<file path="src/rtl/wb_commit_queue_if.sv">
// Writeback commit queue bundle: MEM-side input, regfile write port, flush outputs, ID lookups.
// master drives results and lookup addresses; slave is the commit queue.
interface wb_commit_queue_if #(
  parameter int unsigned DATA_W = 32,
  parameter int unsigned ADDR_W = 5,
  parameter int unsigned BE_W   = 4,
  parameter int unsigned NUM_RD = 2
) ();
  logic                     flush;
  logic                     ms_to_ws_valid;
  logic                     ws_allowin;
  logic [DATA_W-1:0]        in_pc;
  logic [ADDR_W-1:0]        in_dest;
  logic [BE_W-1:0]          in_we;
  logic [DATA_W-1:0]        in_wdata;
  logic                     in_exc;
  logic                     in_eret;
  logic                     rf_ready;
  logic [BE_W-1:0]          rf_we;
  logic [ADDR_W-1:0]        rf_waddr;
  logic [DATA_W-1:0]        rf_wdata;
  logic                     send_flush;
  logic [1:0]               exc_eret;
  logic [DATA_W-1:0]        flush_pc;
  logic [NUM_RD*ADDR_W-1:0] q_raddr;
  logic [NUM_RD-1:0]        q_hit;
  logic [NUM_RD*DATA_W-1:0] q_data;
  logic [NUM_RD-1:0]        q_stall;
  logic [DATA_W-1:0]        debug_wb_pc;

  modport master (
    output flush, ms_to_ws_valid, in_pc, in_dest, in_we, in_wdata, in_exc, in_eret,
           rf_ready, q_raddr,
    input  ws_allowin, rf_we, rf_waddr, rf_wdata, send_flush, exc_eret, flush_pc,
           q_hit, q_data, q_stall, debug_wb_pc
  );

  modport slave (
    input  flush, ms_to_ws_valid, in_pc, in_dest, in_we, in_wdata, in_exc, in_eret,
           rf_ready, q_raddr,
    output ws_allowin, rf_we, rf_waddr, rf_wdata, send_flush, exc_eret, flush_pc,
           q_hit, q_data, q_stall, debug_wb_pc
  );
endinterface

</file>
<file path="src/rtl/wb_commit_queue.sv">
// In-order writeback commit queue with exception/eret flush and ID forwarding lookups.
// Optional WB_BYPASS_EN: an empty queue lets a ready result write the regfile with zero latency.
module wb_commit_queue #(
  parameter int unsigned DATA_W = 32,
  parameter int unsigned ADDR_W = 5,
  parameter int unsigned BE_W   = 4,
  parameter int unsigned DEPTH  = 4,
  parameter int unsigned NUM_RD = 2
) (
  input logic              clk,
  input logic              resetn,
  wb_commit_queue_if.slave bus
);
  localparam int unsigned PTR_W = $clog2(DEPTH);
  localparam int unsigned CNT_W = PTR_W + 1;
  localparam logic [CNT_W-1:0] FULL_CNT = CNT_W'(DEPTH);

  logic [DATA_W-1:0] pc_q    [DEPTH];
  logic [ADDR_W-1:0] dest_q  [DEPTH];
  logic [BE_W-1:0]   we_q    [DEPTH];
  logic [DATA_W-1:0] wdata_q [DEPTH];
  logic              exc_q   [DEPTH];
  logic              eret_q  [DEPTH];

  logic [PTR_W-1:0] head_q, head_d, tail_q, tail_d;
  logic [CNT_W-1:0] count_q, count_d;

  logic head_valid, head_xe, pop, push, bypass, allowin;

  assign head_valid = (count_q != '0);
  assign head_xe    = head_valid && (exc_q[head_q] || eret_q[head_q]);
  // Exc/eret and no-writeback heads retire without needing the regfile port.
  assign pop        = head_valid && (head_xe || (we_q[head_q] == '0) || bus.rf_ready);
  assign allowin    = (count_q < FULL_CNT) || pop;

`ifdef WB_BYPASS_EN
  assign bypass = !head_valid && bus.rf_ready && bus.ms_to_ws_valid && !bus.in_exc &&
                  !bus.in_eret && !bus.flush;
`else
  assign bypass = 1'b0;
`endif

  assign push = bus.ms_to_ws_valid && allowin && !bus.flush && !head_xe && !bypass;
  assign bus.ws_allowin = allowin;

  always_comb begin
    bus.rf_we       = '0;
    bus.rf_waddr    = '0;
    bus.rf_wdata    = '0;
    bus.debug_wb_pc = '0;
    bus.send_flush  = head_xe;
    bus.exc_eret    = 2'b00;
    bus.flush_pc    = '0;
    if (bypass) begin
      bus.rf_we       = bus.in_we;
      bus.rf_waddr    = bus.in_dest;
      bus.rf_wdata    = bus.in_wdata;
      bus.debug_wb_pc = bus.in_pc;
    end else if (head_valid) begin
      bus.rf_waddr = dest_q[head_q];
      bus.rf_wdata = wdata_q[head_q];
      if (!head_xe && bus.rf_ready) bus.rf_we = we_q[head_q];
      if (pop) bus.debug_wb_pc = pc_q[head_q];
      if (head_xe) begin
        bus.exc_eret = {exc_q[head_q], eret_q[head_q]};
        bus.flush_pc = pc_q[head_q];
      end
    end
  end

  always_comb begin
    head_d  = head_q + PTR_W'(pop);
    tail_d  = tail_q + PTR_W'(push);
    count_d = count_q + CNT_W'(push) - CNT_W'(pop);
    if (bus.flush || head_xe) begin
      head_d  = '0;
      tail_d  = '0;
      count_d = '0;
    end
  end

  always_ff @(posedge clk or negedge resetn) begin
    if (!resetn) begin
      head_q  <= '0;
      tail_q  <= '0;
      count_q <= '0;
    end else begin
      head_q  <= head_d;
      tail_q  <= tail_d;
      count_q <= count_d;
    end
  end

  // Payload needs no reset: every read is qualified by count_q.
  always_ff @(posedge clk) begin
    if (push) begin
      pc_q[tail_q]    <= bus.in_pc;
      dest_q[tail_q]  <= bus.in_dest;
      we_q[tail_q]    <= bus.in_we;
      wdata_q[tail_q] <= bus.in_wdata;
      exc_q[tail_q]   <= bus.in_exc;
      eret_q[tail_q]  <= bus.in_eret;
    end
  end

  always_comb begin : lookup
    logic [ADDR_W-1:0] ra;
    logic [PTR_W-1:0]  idx;
    ra          = '0;
    idx         = '0;
    bus.q_hit   = '0;
    bus.q_stall = '0;
    bus.q_data  = '0;
    for (int unsigned p = 0; p < NUM_RD; p++) begin
      ra = bus.q_raddr[p*ADDR_W +: ADDR_W];
      // Walk oldest to youngest so the youngest match is left standing.
      for (int unsigned k = 0; k < DEPTH; k++) begin
        idx = head_q + PTR_W'(k);
        if ((CNT_W'(k) < count_q) && (we_q[idx] != '0) && (dest_q[idx] == ra) &&
            (ra != '0)) begin
          bus.q_hit[p]                   = 1'b1;
          bus.q_data[p*DATA_W +: DATA_W] = wdata_q[idx];
          bus.q_stall[p]                 = !(&we_q[idx]) || exc_q[idx];
        end
      end
      if (bypass && (bus.in_we != '0) && (bus.in_dest == ra) && (ra != '0)) begin
        bus.q_hit[p]                   = 1'b1;
        bus.q_data[p*DATA_W +: DATA_W] = bus.in_wdata;
        bus.q_stall[p]                 = !(&bus.in_we);
      end
    end
  end
endmodule

</file>
<file path="src/flat_wrapper.sv">
// flat-port wrapper written by rule: the top's interface ports become plain ports
module wb_commit_queue_flat 
#(
  parameter int unsigned DATA_W = 32,
  parameter int unsigned ADDR_W = 5,
  parameter int unsigned BE_W   = 4,
  parameter int unsigned DEPTH  = 4,
  parameter int unsigned NUM_RD = 2
)
  (clk, resetn, bus_flush, bus_ms_to_ws_valid, bus_in_pc, bus_in_dest, bus_in_we, bus_in_wdata, bus_in_exc, bus_in_eret, bus_rf_ready, bus_q_raddr, bus_ws_allowin, bus_rf_we, bus_rf_waddr, bus_rf_wdata, bus_send_flush, bus_exc_eret, bus_flush_pc, bus_q_hit, bus_q_data, bus_q_stall, bus_debug_wb_pc);
  wb_commit_queue_if #(.DATA_W(DATA_W), .ADDR_W(ADDR_W), .BE_W(BE_W), .NUM_RD(NUM_RD)) bus_i ();
  input logic clk;
  input logic resetn;
  input wire logic [$bits(bus_i.flush)-1:0] bus_flush;
  input wire logic [$bits(bus_i.ms_to_ws_valid)-1:0] bus_ms_to_ws_valid;
  input wire logic [$bits(bus_i.in_pc)-1:0] bus_in_pc;
  input wire logic [$bits(bus_i.in_dest)-1:0] bus_in_dest;
  input wire logic [$bits(bus_i.in_we)-1:0] bus_in_we;
  input wire logic [$bits(bus_i.in_wdata)-1:0] bus_in_wdata;
  input wire logic [$bits(bus_i.in_exc)-1:0] bus_in_exc;
  input wire logic [$bits(bus_i.in_eret)-1:0] bus_in_eret;
  input wire logic [$bits(bus_i.rf_ready)-1:0] bus_rf_ready;
  input wire logic [$bits(bus_i.q_raddr)-1:0] bus_q_raddr;
  output wire logic [$bits(bus_i.ws_allowin)-1:0] bus_ws_allowin;
  output wire logic [$bits(bus_i.rf_we)-1:0] bus_rf_we;
  output wire logic [$bits(bus_i.rf_waddr)-1:0] bus_rf_waddr;
  output wire logic [$bits(bus_i.rf_wdata)-1:0] bus_rf_wdata;
  output wire logic [$bits(bus_i.send_flush)-1:0] bus_send_flush;
  output wire logic [$bits(bus_i.exc_eret)-1:0] bus_exc_eret;
  output wire logic [$bits(bus_i.flush_pc)-1:0] bus_flush_pc;
  output wire logic [$bits(bus_i.q_hit)-1:0] bus_q_hit;
  output wire logic [$bits(bus_i.q_data)-1:0] bus_q_data;
  output wire logic [$bits(bus_i.q_stall)-1:0] bus_q_stall;
  output wire logic [$bits(bus_i.debug_wb_pc)-1:0] bus_debug_wb_pc;
  assign bus_i.flush = bus_flush;
  assign bus_i.ms_to_ws_valid = bus_ms_to_ws_valid;
  assign bus_i.in_pc = bus_in_pc;
  assign bus_i.in_dest = bus_in_dest;
  assign bus_i.in_we = bus_in_we;
  assign bus_i.in_wdata = bus_in_wdata;
  assign bus_i.in_exc = bus_in_exc;
  assign bus_i.in_eret = bus_in_eret;
  assign bus_i.rf_ready = bus_rf_ready;
  assign bus_i.q_raddr = bus_q_raddr;
  assign bus_ws_allowin = bus_i.ws_allowin;
  assign bus_rf_we = bus_i.rf_we;
  assign bus_rf_waddr = bus_i.rf_waddr;
  assign bus_rf_wdata = bus_i.rf_wdata;
  assign bus_send_flush = bus_i.send_flush;
  assign bus_exc_eret = bus_i.exc_eret;
  assign bus_flush_pc = bus_i.flush_pc;
  assign bus_q_hit = bus_i.q_hit;
  assign bus_q_data = bus_i.q_data;
  assign bus_q_stall = bus_i.q_stall;
  assign bus_debug_wb_pc = bus_i.debug_wb_pc;
  wb_commit_queue #(.DATA_W(DATA_W), .ADDR_W(ADDR_W), .BE_W(BE_W), .DEPTH(DEPTH), .NUM_RD(NUM_RD)) u_core (.clk(clk), .resetn(resetn), .bus(bus_i));
endmodule
</file>
<file path="config.mk">
export PLATFORM = sky130hd
export DESIGN_NAME = wb_commit_queue_flat
export DESIGN_NICKNAME = d
export VERILOG_FILES = /design/src/rtl/wb_commit_queue_if.sv /design/src/rtl/wb_commit_queue.sv /design/src/flat_wrapper.sv
export SDC_FILE = /design/constraint.sdc
export NUM_CORES = 1
export LEC_CHECK = 0
export BUFFER_PORTS_ARGS = -buffer_cell sky130_fd_sc_hd__buf_2
export CAP_MARGIN = 20
export CORE_MARGIN = 3
export CORE_UTILIZATION = 47
export DETAILED_ROUTE_END_ITERATION = 12
export PLACE_DENSITY_LB_ADDON = 0.12
export SKIP_LAST_GASP = 1
export SYNTH_ARGS = -nofsm -noshare
export SYNTH_HDL_FRONTEND = slang
export SYNTH_SLANG_ARGS = --single-unit
</file>
<file path="constraint.sdc">
create_clock -name clk -period 11.8 [get_ports clk]
set_input_delay 0.59 -clock clk [delete_from_list [all_inputs] [get_ports clk]]
set_output_delay 0.59 -clock clk [all_outputs]
set_load 0.005 [all_outputs]
</file>
==> results of run 1 <==
## logic make-up (layout without fill, tap and decap cells)
group	count (synthesis)	after routing	share of synthesized area, %
other	0	5	0
AO/OA/AOI/OAI	324	324	12.63
buffers and inverters	133	359	3.899
multiplexers	216	216	17.83
AND/OR/NAND/NOR	394	394	11.19
flip-flops	307	307	52.03
adder cells (fa/ha/maj)	7	7	0.5387
XOR/XNOR	38	38	1.886
## timing repair
| action | in CTS | in global routing |
|---|---|---|
| endpoints found under the hold margin | 7 | 0 |
| hold buffers | 1 | 0 |
| endpoints found under the setup margin | 0 | 0 |
## layer usage
layer | GRT usage, % | part of all wire (%) | vias to the layer above
met5 | 0 | 0.24 | -
met2 | 38.70 | 47 | 518
met1 | 31.61 | 42 | 6237
met3 | 5.589 | 8.4 | 112
met4 | 7.340 | 2.7 | 18
li1 | - | - | 5826
## final timing paths
| path | depth (start not counted) | end | slack (ns) | startpoint |
|---|---|---|---|---|
| worst max-delay path | 9 | bus_q_data[62] | 5.72 | u_core.head_q[1] |
| worst min-delay path | 1 | u_core.wdata_q[3][4] | 0.29 | bus_in_wdata[4] |
| worst max register to register | 10 | u_core.wdata_q[3][19] | 6.52 | u_core.head_q[1] |
| worst min register to register | 2 | u_core.tail_q[1] | 0.67 | u_core.tail_q[1] |
| max in group asynchronous | 2 | u_core.head_q[1] | 11.16 | resetn |
| min in group asynchronous | 2 | u_core.tail_q[1] | 0.45 | resetn |
## report_power, final
group          internal [mW]  switching (mW)
clock network          0.644           0.417
registers               1.28          0.0461
logic                  0.618           0.788
## flip-flops by register name, indices dropped and copies added, names as in the netlist
signal          count
u_core.head_q       2
u_core.dest_q      20
u_core.count_q      3
u_core.pc_q       128
u_core.exc_q        4
u_core.wdata_q    128
u_core.tail_q       2
u_core.we_q        16
u_core.eret_q       4
## layout by cell type, fill, tap and decap left out, types with 3 or more instances in the layout
cell                        Yosys  final
sky130_fd_sc_hd__o2bb2ai_1     30     30
sky130_fd_sc_hd__o211ai_1      13     13
sky130_fd_sc_hd__nor3_2         0      4
sky130_fd_sc_hd__or2_2          5      5
sky130_fd_sc_hd__clkinv_2       0      7
sky130_fd_sc_hd__o211ai_2      18     18
sky130_fd_sc_hd__nor2_1       112    111
sky130_fd_sc_hd__clkinv_1       0     10
sky130_fd_sc_hd__bufinv_16      0      4
sky130_fd_sc_hd__nand2_1      128    128
sky130_fd_sc_hd__ha_1           6      6
sky130_fd_sc_hd__a21oi_1       42     42
sky130_fd_sc_hd__inv_1         10      9
sky130_fd_sc_hd__o31a_1        32     32
sky130_fd_sc_hd__buf_2         33    266
sky130_fd_sc_hd__dfrtp_1        7      5
sky130_fd_sc_hd__and2_1        47     47
sky130_fd_sc_hd__edfxtp_1     300    300
sky130_fd_sc_hd__clkbuf_16      0     36
sky130_fd_sc_hd__nand3b_1      29     29
sky130_fd_sc_hd__a22oi_1       30     30
sky130_fd_sc_hd__xnor2_1       22     22
sky130_fd_sc_hd__o21a_1         3      3
sky130_fd_sc_hd__buf_4          8     17
sky130_fd_sc_hd__nand4_1        7      7
sky130_fd_sc_hd__a211oi_1       3      3
sky130_fd_sc_hd__nor4_1         3      3
sky130_fd_sc_hd__mux4_2        71     71
sky130_fd_sc_hd__nor2b_1       38     38
sky130_fd_sc_hd__o21ai_0      126    126
sky130_fd_sc_hd__a22o_1         5      5
sky130_fd_sc_hd__diode_2        0      5
sky130_fd_sc_hd__xor2_1        16     16
sky130_fd_sc_hd__o22ai_1        4      4
sky130_fd_sc_hd__mux2i_1       79     79
sky130_fd_sc_hd__mux2_2        64     64
sky130_fd_sc_hd__o22a_1         3      3
## layout make-up
type	instances	area (um2)
inverters	11	42.54
fillers	3099	16450
clock buffers	37	904.6
flip-flops and latches	307	9191
repair buffers	286	1516
diodes	5	12.51
well taps	468	585.6
clock inverters	25	236.5
multi-input cells	979	7846
## stage by stage
step                setup slack, ns  cell area, um2
floorplan                     3.376           17650
global placement              6.413           19140
CTS                           5.781           20300
detailed placement            6.330           19140
finish                        5.715           20340
global route                  5.501           20320
==> run summary, run 1 <==
After synthesis, the netlist uses 68 different library cells. The required time of the worst setup path is 11.21 ns. In the final routed layout, each cell accounts on average for 22.70 um. The average instance in the mapped netlist occupies 12.44 um2. The power density normalized to cell area is 186.5 nW/um2. The reported max-cap violation count came out at 0.

sky130_fd_sc_hd__edfxtp_1 is the most common cell in the netlist. The clock transition at the registers of the reported paths came out at 0.06 ns. The number of post-CTS setup repair buffers is 0. The cell area after technology mapping is 17,650 um2. Counting the buffers created by CTS gives 35. The initial antenna violation count is 12.

The number of synthesized register bits is 307. The synthesized design contains 300 enable-type register cells. The synthesized net count is 1,516.

The final standard cell count with taps included and fillers excluded came out at 2,118. The half-perimeter wire length after detailed placement came out at 30.50 mm. The first-pass detailed-route iteration total came out at 5. Global routing finished with a remaining overflow of 0. The total number of placement rows came out at 70. The endpoint type of the worst setup path is an output pin. The final standard cell utilization of the core came out at 55.28%. Setup repair after global routing left no endpoint under its margin. The flow ran to the end, and the final reports show no timing, DRC or antenna violations. The total via count after detailed routing is 12.71k.

Summed over all cells, the static leakage comes to 7.183 nW. The design draws 3.794 mW. The share of the clock period used by the worst path is 51.57%. TritonCTS built the clock tree.

The number of H-tree levels came out at 2. The pin count of the biggest net entering global routing came out at 127. The detailed router finished its first iteration with 1,070 violations. The number of pins exceeding their max-slew limit in the final report is 0. The share of async-settable or async-resettable flops after synthesis is 2.280%. The fmax came out at 164.3 MHz.

The number of buffers added on ports is 266. The ratio of routed vias to standard cells came out at 6.001. By area the synthesized netlist is led by sky130_fd_sc_hd__edfxtp_1, sky130_fd_sc_hd__mux4_2, sky130_fd_sc_hd__mux2i_1, sky130_fd_sc_hd__mux2_2, sky130_fd_sc_hd__o21ai_0. The critical path class is reg2out. By count the netlist is led by sky130_fd_sc_hd__edfxtp_1, sky130_fd_sc_hd__nand2_1, sky130_fd_sc_hd__o21ai_0, sky130_fd_sc_hd__nor2_1, sky130_fd_sc_hd__mux2i_1. The number of warnings reported in the yosys synthesis log came out at 0. The number of top-level pins is 267. For this run, the total global-route usage over all layers was measured as 23.62%.

The number of nets with antenna violations after detailed routing is 0. The cell accounting for the most synthesized area is sky130_fd_sc_hd__edfxtp_1. The core outline area came out at 36,790 um2. The worst vdd rail ir drop is 0.1445 mV.

Broken down by cell family, the worst path's largest delay share belongs to simple AND/OR/NAND/NOR gates. After the last flow step, the layout net total stands at 1,717. The share of the synthesized area in the top cell type came out at 51.04%. The headroom to the max-slew limit came out at 23.50%. The transition time at the pin with the least slew margin came out at 1.148 ns. The latest clock arrival within the worst-skew pair came out at 0.51 ns.

The arrival time reported for the critical path endpoint came out at 5.49 ns. For this run, the leading register cell type out of synthesis is sky130_fd_sc_hd__edfxtp_1. Walking the worst path, the cells encountered are buf_4 -> clkinv_2 -> mux2i_1 -> xnor2_1 -> nand4_4 -> nand2_4 -> nor2_1 -> o31a_1 -> buf_2.

The final sum of negative setup slack is 0 ns. The worst setup path is launched from a flop. The clock skew is 0.02011 ns. Among all stages on the critical path, the largest delay is contributed by sky130_fd_sc_hd__dfrtp_4. The time the worst path needs with I/O delays and setup came out at 6.085 ns. The largest fanout on the critical path is 90.

The count of cells resized by post-cts repair is 0. The longest clock path from root to sink contains 3 buffers. The worst hold slack is 0.2859 ns. The final weighted congestion in routability-driven placement is 0.8084.

The setup violation total in the final timing report came out at 0. The final layout contains routed wiring with a total length of 48.09 mm. The instance count after placement with tap cells included came out at 2,049. The die span in y came out at 199.8 um. The effective utilization at floorplan is 47.98%. Cells with a size suffix above 1 make up 31.61% of the layout.

The sequential share of the synthesized area is 52.03%. The horizontal extent of the die is 199.8 um. Compared with the post-synthesis result, the final layout area differs by 15.21%.

Clock tree synthesis selected as its root buffer the cell sky130_fd_sc_hd__clkbuf_16. The min-delay analysis places its worst path in the category in2reg. The final number of hold-violating endpoints was 0. On the worst path, the slowest cell contributes a delay of 0.87 ns. The first global-routing pass estimated 72.88 mm of wire.

The count of buffering cells on the critical path with inverters included is 3. CTS saw 307 sinks. The total DRC errors in the routed layout came out at 0.

The floorplan step defined a die boundary enclosing 39,920 um2. Synthesis produced a netlist whose cell count is 1,419. The via count of the first global-routing pass came out at 12.70k.
No activity file was read; power rests on OpenSTA's default activity.
==> run 2: changes to the inputs <==
- clock period: 11.8 -> 5.7 ns (I/O delays scaled with it)
==> run summary, run 2 (same netlist as run 1, synthesis figures left out) <==
The flow ran to the end, and the final reports show no timing, DRC or antenna violations. The number of buffers added on ports is 266. The cell at the root of the clock tree is sky130_fd_sc_hd__clkbuf_16. The filler cell count is 3,088.

The first-pass detailed-route iteration total is 5. The slowest stage of the critical path is the sky130_fd_sc_hd__dfrtp_4 cell. The number of H-tree levels is 2. The power density normalized to cell area came out at 368.6 nW/um2.

TritonCTS built the clock tree. The critical path is of the reg2out type. The final standard cell utilization of the core came out at 57.20%.

The DRC marker count from the first detailed-route iteration came out at 1,031. The share of the clock period used by the worst path came out at 82.66%. The final weighted congestion in routability-driven placement came out at 0.8455. In this run the core area contains 70 standard-cell rows.

The finished layout holds 2,191 standard cells, fillers aside. From left edge to right edge, the die measures 199.8 um. In this design, the stage delay of the slowest critical-path cell is 0.80 ns. The worst hold slack is 0.01252 ns. The sum of overflow across all layers after global routing came out at 0. The cell that appears most often on the critical path is sky130_fd_sc_hd__buf_4. Setup violations remaining at the end of the flow were counted as 0.

The multi-input combinational cell area came out at 7865 um2. In the layout the commonest cells are sky130_fd_sc_hd__edfxtp_1, sky130_fd_sc_hd__buf_2, sky130_fd_sc_hd__nand2_1. The critical register-to-register path startpoint is u_core.head_q[0]. The time the worst path needs with I/O delays and setup came out at 4.712 ns.

The count of nets left with antenna violations once routing finished came out at 0. The clock skew is 0.01234 ns. The count of cells resized by post-cts repair is 0.

The number of top-level pins is 267. The die is 199.8 um tall. The worst setup slack for register-to-register paths came out at 1.38 ns. The reported max-cap violation count is 0. The kind of cell with the highest combined delay along the critical path is buffers and inverters. The post-route netlist has 30.39% of its cells at a drive strength greater than 1. The effective utilization at floorplan came out at 47.98%.

The tree built by TritonCTS fans out to 307 sinks. The via count of the first global-routing pass came out at 12.66k. The number of nets in the final layout is 1,795. The clock tree buffer depth is 3. After clock tree synthesis, the clock-pin slew on the worst setup and hold paths is 0.05 ns.

For this block, the routed nets add up to 48.46 mm of wire. Data on the critical path is required at its endpoint by 5.41 ns. Traced cell by cell, the critical path runs through buf_4 -> clkinv_2 -> a2111oi_0 -> o2111ai_1 -> nor2_1 -> or2_2 -> buf_4 -> o31a_1 -> buf_2. Setup total negative slack on the finished layout was measured at 0 ns. Setup repair after global routing left no endpoint under its margin. After legalization and detailed placement, the total HPWL measured 30.53 mm.

The worst min-delay path startpoint is bus_in_wdata[13]. The number of buffers inserted by hold repair at cts came out at 69. The worst vdd rail ir drop is 0.3044 mV. At the worst endpoint, the arrival time is 4.43 ns. Including well taps, the total number of placed cells is 2,058. The headroom to the max-slew limit is 22.52%. In the final layout, the registers with the most flip-flops are u_core.pc_q x128, u_core.wdata_q x128, u_core.dest_q x20. The critical path startpoint category is a flop. The reported leakage power is 7.484 nW.

The length in cells of the worst reg-to-reg path came out at 9. Across every metal layer, demand over resource in global routing totals 23.73%. The total clock buffers created by CTS came out at 35. The largest fanout on the critical path is 59. Dividing the detail-routed via count by the number of cells gives 5.900.

The hold path endpoint is u_core.wdata_q[0][13]. After floorplanning, the core was sized to cover 36,790 um2. STA classifies the critical path endpoint as an output pin. The cell depth of the worst hold path is 1. The initial antenna violation count is 3. The setup slack after placement is 1.133 ns.

In the final layout, flip-flops and latches occupy 9191 um2. The total DRC errors in the routed layout is 0. For the worst-skew pair, the clock arrives at the later sink with an insertion delay of 0.51 ns. The global-route wire length before repair is 73.44 mm. The number of pins exceeding their max-slew limit in the final report is 0. The path class of the tightest hold or removal check is in2reg. The wire length per cell came out at 22.12 um. The signed area change from the synthesized netlist to the final layout is 19.20%. In this run the critical register-to-register path is captured at u_core.wdata_q[3][15]. The number of post-CTS setup repair buffers came out at 0.

The total via count after detailed routing is 12.93k. The worst path meets setup with 0.9883 ns of slack. The critical path contains buffers and inverters numbering 4 combined. The library cell used most frequently in the layout, excluding fill and tap cells, is sky130_fd_sc_hd__edfxtp_1. For this run, the top clock speed supported by timing is 212.2 MHz. For the pin with the worst max-slew slack, the measured transition is 1.162 ns. The final number of hold-violating endpoints was 0. The floorplan step defined a die boundary enclosing 39,920 um2.

The pin count of the biggest net entering global routing is 128.
run 2: how the worst max path moves through the flow:
stage	start	end	slack [ns]	depth (start not counted)
after detailed placement	u_core.head_q[0]	u_core.count_q[2]	1.13	13
after global routing	u_core.head_q[0]	bus_q_data[0]	0.64	8
final	u_core.head_q[1]	bus_q_data[53]	0.99	9
after floorplan	u_core.head_q[0]	u_core.dest_q[1][0]	0.90	11
after global placement	u_core.head_q[0]	u_core.count_q[2]	1.22	13
after CTS	u_core.head_q[1]	bus_q_stall[0]	0.78	10
run 2: metrics by stage:
step | power, mW | area [um2]
after floorplan | 4.668 | 17680
after global placement | 5.636 | 19240
after detailed placement | 5.670 | 19240
after CTS | 7.776 | 20980
after global routing | 8.203 | 21040
final | 7.756 | 21040
run 2: per-layer routing:
| layer | GRT usage (%) | vias up | routed length, um |
|---|---|---|---|
| met2 | 38.59 | 506 | 22550 |
| met4 | 5.841 | 2 | 962 |
| met1 | 33.30 | 6374 | 21110 |
| li1 | - | 5973 | - |
| met5 | 0 | - | 13 |
| met3 | 4.716 | 72 | 3827 |
run 2: power breakdown:
part,switching (mW),total [mW],internal (mW)
logic,1.63,2.94,1.31
registers,0.118,2.77,2.65
clock network,0.860,2.04,1.18
run 2: layout make-up:
| cell class | instances | area share (%) |
|---|---|---|
| Timing Repair Buffer | 364 | 10.95 |
| Clock inverter | 15 | 0.6304 |
| Inverter | 11 | 0.2022 |
| Tap cell | 468 | 2.783 |
| Antenna cell | 2 | 0.02379 |
| Clock buffer | 45 | 4.341 |
| Sequential cell | 307 | 43.68 |
| Multi-Input combinational cell | 979 | 37.38 |
